==> src/rtl/mux2_arb_pkg.sv <==
// Shared types and constants for the round-robin select controller in front of mux2.
package mux2_arb_pkg;

  localparam int         CNT_W   = 4;
  localparam logic [1:0] ST_IDLE = 2'd0;
  localparam logic [1:0] ST_GNT0 = 2'd1;
  localparam logic [1:0] ST_GNT1 = 2'd2;

  typedef enum logic [1:0] {
    IDLE = ST_IDLE,
    GNT0 = ST_GNT0,
    GNT1 = ST_GNT1
  } state_t;

endpackage

==> src/rtl/mux2_rr_arbiter_burst_cnt.sv <==
// Consecutive-transfer counter: clear wins over increment, saturates at BURST_MAX-1.
module burst_cnt
  import mux2_arb_pkg::*;
#(
  parameter int BURST_MAX = 4
) (
  input  logic clk,
  input  logic rst,
  input  logic i_clr,
  input  logic i_inc,
  output logic o_tc
);

  localparam logic [CNT_W-1:0] TC_VAL = CNT_W'(BURST_MAX - 1);

  logic [CNT_W-1:0] r_cnt;

  // NOTE: sequential state is written with <= so every flop samples pre-edge values.
  always_ff @(posedge clk or posedge rst) begin
    if (rst) begin
      r_cnt <= '0;
    end else if (i_clr) begin
      r_cnt <= '0;
    end else if (i_inc && (r_cnt != TC_VAL)) begin
      r_cnt <= r_cnt + 1'b1;
    end
  end

  assign o_tc = (r_cnt == TC_VAL);

endmodule

==> src/rtl/mux2_rr_arbiter.sv <==
// Round-robin arbiter driving the mux2 select, with a per-grant burst limit and
// a valid/ready handshake toward the consumer of the mux output.
module mux2_rr_arbiter
  import mux2_arb_pkg::*;
#(
  parameter int BURST_MAX = 4
) (
  input  logic clk,
  input  logic rst,
  input  logic req0,
  input  logic req1,
  input  logic out_ready,
  output logic grant0,
  output logic grant1,
  output logic sel,
  output logic out_valid
);

  state_t r_state;
  state_t w_next;
  logic   r_last;
  logic   r_sel;
  logic   w_xfer;
  logic   w_tc;
  logic   w_clr;

  assign grant0    = (r_state == GNT0);
  assign grant1    = (r_state == GNT1);
  assign sel       = r_sel;
  assign out_valid = (grant0 & req0) | (grant1 & req1);
  assign w_xfer    = out_valid & out_ready;
  assign w_clr     = (w_next != r_state);

  // NOTE: w_next is defaulted before the case so no path leaves it unassigned (no latch).
  always_comb begin
    w_next = r_state;
    case (r_state)
      IDLE: begin
        if (req0 && req1)  w_next = r_last ? GNT0 : GNT1;
        else if (req0)     w_next = GNT0;
        else if (req1)     w_next = GNT1;
      end
      GNT0: begin
        if (!req0)                     w_next = req1 ? GNT1 : IDLE;
        else if (w_xfer && w_tc && req1) w_next = GNT1;
      end
      GNT1: begin
        if (!req1)                     w_next = req0 ? GNT0 : IDLE;
        else if (w_xfer && w_tc && req0) w_next = GNT0;
      end
      default: w_next = IDLE;
    endcase
  end

  always_ff @(posedge clk or posedge rst) begin
    if (rst) begin
      r_state <= IDLE;
      r_last  <= 1'b1;
      r_sel   <= 1'b0;
    end else begin
      r_state <= w_next;
      if (w_xfer) r_last <= (r_state == GNT1);
      // sel follows the next grant and holds through IDLE so the mux output stays stable
      if (w_next == GNT0)      r_sel <= 1'b0;
      else if (w_next == GNT1) r_sel <= 1'b1;
    end
  end

  burst_cnt #(
    .BURST_MAX (BURST_MAX)
  ) u_burst_cnt (
    .clk   (clk),
    .rst   (rst),
    .i_clr (w_clr),
    .i_inc (w_xfer),
    .o_tc  (w_tc)
  );

endmodule

==> config.mk <==
export PLATFORM = sky130hd
export DESIGN_NAME = mux2_rr_arbiter
export DESIGN_NICKNAME = d
export VERILOG_FILES = /design/src/rtl/mux2_arb_pkg.sv /design/src/rtl/mux2_rr_arbiter_burst_cnt.sv /design/src/rtl/mux2_rr_arbiter.sv
export SDC_FILE = /design/constraint.sdc
export NUM_CORES = 1
export LEC_CHECK = 0
export CAP_MARGIN = 10
export CORE_MARGIN = 5
export CORE_UTILIZATION = 23
export CTS_BUF_LIST = sky130_fd_sc_hd__clkbuf_4 sky130_fd_sc_hd__clkbuf_8
export CTS_CLUSTER_SIZE = 10
export DETAILED_ROUTE_END_ITERATION = 16
export GPL_TIMING_DRIVEN = 0
export PLACE_DENSITY = 0.42
export SLEW_MARGIN = 15
export SYNTH_ARGS = -nofsm -noshare
export SYNTH_HDL_FRONTEND = slang
export SYNTH_SLANG_ARGS = --single-unit
==> constraint.sdc <==
create_clock -name clk -period 1.8 [get_ports clk]
set_input_delay 0.27 -clock clk [delete_from_list [all_inputs] [get_ports clk]]
set_output_delay 0.27 -clock clk [all_outputs]
set_load 0.05 [all_outputs]
==> results of run 1 <==
logic make-up after synthesis:
logic type / count (synthesis)
fa+ha+maj: 2
flops: 8
mux: 3
xor+xnor: 2
buf+inv: 6
compound gates: 13
simple gates: 22
metrics by stage:
stage | setup TNS, ps | cells | setup slack (ps) | util (%)
5_1_grt | -22.5 | 100 | -19.6 | 31.7
3_3_place_gp | -1310 | 91 | -507 | 28.8
3_5_place_dp | -1240 | 91 | -482 | 28.8
6_report | 0 | 100 | 85.9 | 31.7
4_1_cts | 0 | 98 | 7.96 | 30.9
2_1_floorplan | 0 | 56 | 98.2 | -
where the power goes:
part	switching, mW	internal (mW)	leakage [nW]
registers	0.0200	0.216	0.101
logic	0.169	0.0976	0.223
clock network	0.0541	0.0994	0.0184
repair_timing:
item | CTS | global route
hold buffers | 0 | 0
gates cloned | 0 | 0
pin swaps | 0 | 3
gates resized for setup | 9 | 9
setup buffers | 3 | 2
endpoints found under the setup margin | 4 | 4
sequential cells by signal (all words and copies together), names as in the netlist:
| name | count |
|---|---|
| u_burst_cnt.r_cnt | 4 |
| r_state | 2 |
| sel | 1 |
| r_last | 1 |
per-layer routing:
metal	vias to the layer above	routed length (µm)
li1	237	-
met1	228	546
met2	6	498
met3	2	27
met4	0	9
met5	-	0
layout by cell type (no fill, tap or decap), types with 3 or more instances in the layout:
| cell | count |
|---|---|
| mux2i_1 | 3 |
| nor2_1 | 5 |
| inv_1 | 3 |
| buf_4 | 6 |
| nand2_1 | 5 |
| dfrtp_1 | 7 |
| clkbuf_4 | 5 |
| o211ai_1 | 3 |
final timing paths:
path / endpoint / depth (start not counted)
setup / recovery: sel / 6
hold / removal: u_burst_cnt.r_cnt[1] / 2
setup reg to reg: sel / 6
hold reg to reg: sel / 2
max in group asynchronous: r_last / 2
min in group clk: r_state[1] / 2
critical path: stages, from the launching register on:
cell	delay, ps
dfrtp_1	350
ha_2	200
and4bb_4	290
nor2_2	60
a311o_1	270
ha_1	290
mux2i_1	170
layout make-up:
cell class,instances,area (µm²),share of cell area (%)
Buffer,3,17.5,2.50
Tap cell,28,35.0,5.00
Inverter,3,11.3,1.61
Sequential cell,8,201,28.7
Multi-Input combinational cell,42,309,44.1
Timing Repair Buffer,12,96.3,13.7
Clock buffer,4,30.0,4.29
==> summary.txt, run 1 <==
Run status
  – Status: finished, final reports clean

Final layout
  – Ant diodes: 0
  – Nets: 80
  – Design area: 701 µm²
  – Layout cells sized above 1: 27.8%
  – Layout fillers: 251
  – Area growth syn-to-layout: 31.8%

Timing
  – Least-Margin Pin Slew: 493 ps
  – Fmax: 0.583 GHz
  – Min Tclk post-route: 1710 ps
  – Max-slew violations: 0
  – Share of the clock period used by the worst path after layout: 95.2%
  – Clock Skew: 1.86 ps
  – Worst slew margin: 67.0%
  – Finish-stage setup viols: 0
  – Final Hold Fails: 0
  – Unrepaired setup endpoints after global routing: true
  – WHS: 259 ps

Power and ir drop
  – Power density over the cells: 938 nW/µm²
  – Peak VDD IR: 0.486 mV
  – Lkg Pwr: 0.342 nW
  – Power Total: 657 µW

Synth
  – Simple-Gate Fraction of Synth Area: 24.0%
  – Post-Synth Adder-Cell Area: 4.71%
  – YS warnings: 0
  – Leading area contributor after synthesis: dfrtp_1
  – Compound-cell area share of the yosys netlist: 19.5%
  – Syn avg cell area: 9.50 µm²
  – Largest family of logic cells by synthesized area: simple AND/OR/NAND/NOR gates
  – Top FF cell, synth: dfrtp_1
  – Mapped Area: 532 µm²
  – Top-count cell post-synth: dfrtp_1
  – FFs w/ async S/R, synth: 100%
  – Synthesized flop and latch total: 8
  – Multiplexer share of the synthesized area: 5.65%
  – XOR/XNOR share of the synthesized area: 3.29%
  – Top cells by area, synth: dfrtp_1 33%, mux2i_1 5.6%, dfstp_2 4.9%
  – Top cells by count, synth: 7 x dfrtp_1, 6 x nor2_1, 5 x nand2_1
  – Yosys top cell area share: 32.9%
  – Count of cell types in the netlist: 28
  – Mapped Cells: 56
  – Post-synthesis sequential area ratio: 37.9%
  – Post-synthesis net count: 63
  – Number of flops mapped to enable cells by yosys: 0

GRT
  – First-pass GRT wire length: 1900 µm
  – Total grt overflow: 0
  – GR peak layer: met2
  – Pin count of the biggest net entering global routing: 11
  – Grt met2 use: 10.8%
  – Tot GR Track Use: 7.39%
  – GR Layer Usage met3: 3.56%
  – Met1 Use GR: 9.27%
  – Vias in the first global route: 455
  – Antenna violations before repair: 0

Detailed routing
  – Remaining routing DRC violations: 0
  – Routed WL: 1080 µm
  – Initial drt markers: 6
  – Per-cell routed wire length: 10.8 µm
  – Via count: 473
  – Vias per inst: 4.73
  – Remaining antenna violation count: 0
  – Detailed Routing Iterations Pass 1: 4

Placed design
  – Buffers on Ports: 7
  – Area after DPL: 637 µm²
  – Hpwl dp: 846 µm
  – GPL Wtd Cong: 0.666

Floorplan
  – Initial core utilization: 24.0%
  – Die X-Extent: 58.1 µm
  – I/O pin total: 9
  – Die H: 58.1 µm
  – FP Rows: 17
  – DIE AREA: 3370 µm²
  – Core area: 2210 µm²

Run
  – Max Cap Viol: 0

Clock network
  – CTS tree: done
  – Num CTS Buffers: 3
  – H-tree levels: 1
  – Clock buffer depth: 2
  – Clk slew on worst S/H paths: 50 ps
  – Worst skew pair latency: 240 ps
  – CTS Root Cell: clkbuf_4
  – CTS Sinks: 8

Critical path
  – FF-to-FF Start: u_burst_cnt.r_cnt[0]
  – CP Capture Type: register
  – CP required: 1970 ps
  – CP Class: reg -> reg
  – Critical Path Fanout Max: 6
  – Crit path arrival time: 1880 ps
  – Worst reg-to-reg setup slack: 90 ps
  – CP Launch Type: register
  – Worst Setup SP: u_burst_cnt.r_cnt[0]

Worst hold path
  – Hold crit path type: in -> async
(Power assumes the default switching activity.)
==> run 2, diff against run 1 <==
CORE_ASPECT_RATIO = 1.1   (was unset)
DONT_BUFFER_PORTS = 1   (was unset)
PLACE_DENSITY = 0.37   (was 0.42)
==> summary.txt, run 2 (synthesis results as in run 1) <==
Critical path
  – CP Launch Type: register
  – CP required: 1980 ps (about the same)
  – Critical Path Fanout Max: 5 (-1)
  – CP cell instances: ha_4 > and4bb_4 > buf_6 > o211ai_1 > a21oi_2 > ha_1 > mux2i_1
  – Worst R2R Path Depth: 7 (+1)
  – Worst reg-to-reg setup slack: 50 ps (-30 ps)
  – CP Capture Type: register
  – Termination of the worst setup path: sel
  – Crit path arrival time: 1930 ps (+50 ps)
  – Slowest cell on crit path: dfrtp_1
  – Worst Setup SP: u_burst_cnt.r_cnt[1]
  – FF-to-FF Start: u_burst_cnt.r_cnt[1]
  – CP max stage delay: 420 ps (+70 ps)
  – Delay-heaviest family, CP: adder cells
  – CP Class: reg -> reg
  – FF-to-FF End: sel
  – Total stage count of the critical path: 7 (+1)
  – Critical path buffers and inverters: 1 (+1)

Final layout
  – Max reg flops: 4 (unchanged)
  – Biggest regs: u_burst_cnt.r_cnt (4), r_state (2)
  – Area growth syn-to-layout: 33.4%
  – Most frequent cells in the layout: 7 x dfrtp_1, 6 x buf_4, 5 x clkbuf_4, 4 x nor2_1, 4 x nand2_1
  – Layout cells sized above 1: 36.8% (+9.0 points)
  – Layout fillers: 242 (-3.6%)
  – Nets: 76 (-5.0%)
  – Ant diodes: 0 (unchanged)
  – Largest Register: u_burst_cnt.r_cnt
  – Most common cell after layout, fill and taps aside: dfrtp_1
  – Final cell count without fillers: 98 (-2.0%)

Detailed routing
  – Vias per inst: 4.72 (-0.12%)
  – Remaining antenna violation count: 0 (unchanged)
  – Routed WL: 1210 µm (+12%)
  – Via count: 463 (-2.1%)
  – Per-cell routed wire length: 12.3 µm (+14%)
  – Initial drt markers: 7 (+1)
  – Detailed Routing Iterations Pass 1: 4 (unchanged)
  – Remaining routing DRC violations: 0 (unchanged)

Floorplan
  – Die X-Extent: 55.8 µm (-3.9%)
  – FP Rows: 18 (+1)
  – DIE AREA: 3370 µm² (about the same)
  – Core area: 2230 µm² (+0.79%)
  – I/O pin total: 9 (unchanged)
  – Initial core utilization: 23.8% (-0.19 points)
  – Die H: 60.4 µm (+4.0%)

Timing
  – Worst slew margin: 58.6% (-8.5 points)
  – Least-Margin Pin Slew: 621 ps (+128 ps)
  – Share of the clock period used by the worst path after layout: 97.0% (+1.8 points)
  – Unrepaired setup endpoints after global routing: true
  – Fmax: 0.572 GHz (-1.9%)
  – Clock Skew: 7.11 ps (+5.24 ps)
  – Max-slew violations: 0 (unchanged)
  – Sum Neg Setup Slack: 0 ps (unchanged)
  – Final Hold Fails: 0 (unchanged)
  – Finish-stage setup viols: 0 (unchanged)
  – Min Tclk post-route: 1750 ps (+32.8 ps)

Placed design
  – GPL Wtd Cong: 0.681 (+2.3%)
  – Buffers on Ports: 0 (-7)
  – Dpl cells: 86 (-5.5%)
  – Hpwl dp: 850 µm (+0.51%)

Clock network
  – Clock buffer depth: 2 (unchanged)
  – Clk slew on worst S/H paths: 60 ps (about the same)
  – Num CTS Buffers: 3 (unchanged)
  – H-tree levels: 1 (unchanged)
  – CTS tree: done
  – CTS Root Cell: clkbuf_4
  – Worst skew pair latency: 260 ps (+20 ps)
  – CTS Sinks: 8 (unchanged)

Power and ir drop
  – Peak VDD IR: 0.403 mV (-17%)
  – Lkg Pwr: 0.324 nW (-5.3%)
  – Power density over the cells: 934 nW/µm² (-0.37%)

Run
  – Max Cap Viol: 0 (unchanged)

Run status
  – Status: finished, final reports clean

Worst hold path
  – Hold crit path type: in -> reg

GRT
  – Antenna violations before repair: 0 (unchanged)
  – First-pass GRT wire length: 2060 µm (+8.8%)
  – Total grt overflow: 0 (unchanged)
  – Vias in the first global route: 464 (+2.0%)
  – Pin count of the biggest net entering global routing: 11 (unchanged)
  – Tot GR Track Use: 7.85% (+0.46 points)
run 2: power by group:
group	total, mW	switching, mW	internal, mW
sequential	0.276	0.0607	0.216
combinational	0.222	0.134	0.0884
clock	0.164	0.0638	0.100
total	0.663	0.259	0.404
run 2: worst min-delay path by stage:
stage | from | to | slack (ps) | cells after the start
after floorplan | rst | r_state[0] | 80 | 1
after global placement | rst | u_burst_cnt.r_cnt[1] | 140 | 1
after detailed placement | rst | sel | 130 | 1
after CTS | req1 | r_state[0] | 120 | 1
after global routing | req1 | r_state[0] | 90 | 1
final | req1 | r_state[0] | 110 | 1
run 2: timing repair:
item,CTS,global route
hold endpoints to repair,7,0
pin swaps,1,7
hold buffers,1,0
setup endpoints to repair,5,6
gates resized for setup,4,10
setup buffers,3,4
run 2: worst register-to-register path, stage by stage (launching register included):
cell	delay, ps
dfrtp_1	420
ha_4	180
and4bb_4	230
buf_6	120
o211ai_1	200
a21oi_2	60
ha_1	290
mux2i_1	170
run 2: stage by stage:
stage | area [µm²] | setup slack (ps) | total power, mW | hold slack, ps | util, %
after floorplan | 532 | 98.2 | 0.430 | 84.9 | -
after global placement | 569 | -62.4 | 0.464 | 138 | 25.5
after detailed placement | 569 | -86.2 | 0.463 | 129 | 25.5
after CTS | 643 | 0.749 | 0.642 | 119 | 28.8
after global routing | 709 | -18.6 | 0.707 | 89.0 | 31.8
final | 709 | 53.1 | 0.663 | 107 | 31.8
run 2: layout make-up:
class	count	area (µm²)	area share, %
multi-input combinational	42	339	47.8
clock buffer	4	30.0	4.23
inverter	3	11.3	1.59
timing repair buffer	8	66.3	9.35
tap	30	37.5	5.29
buffer	3	23.8	3.35
sequential	8	201	28.4
run 2: metal layers:
layer | vias to the layer above | wire length, µm | track usage [%]
li1 | 231 | - | -
met1 | 229 | 523 | 9.28
met2 | 3 | 641 | 12.5
met3 | 0 | 45 | 2.77
met4 | 0 | 0 | 4.75
met5 | - | 0 | 0
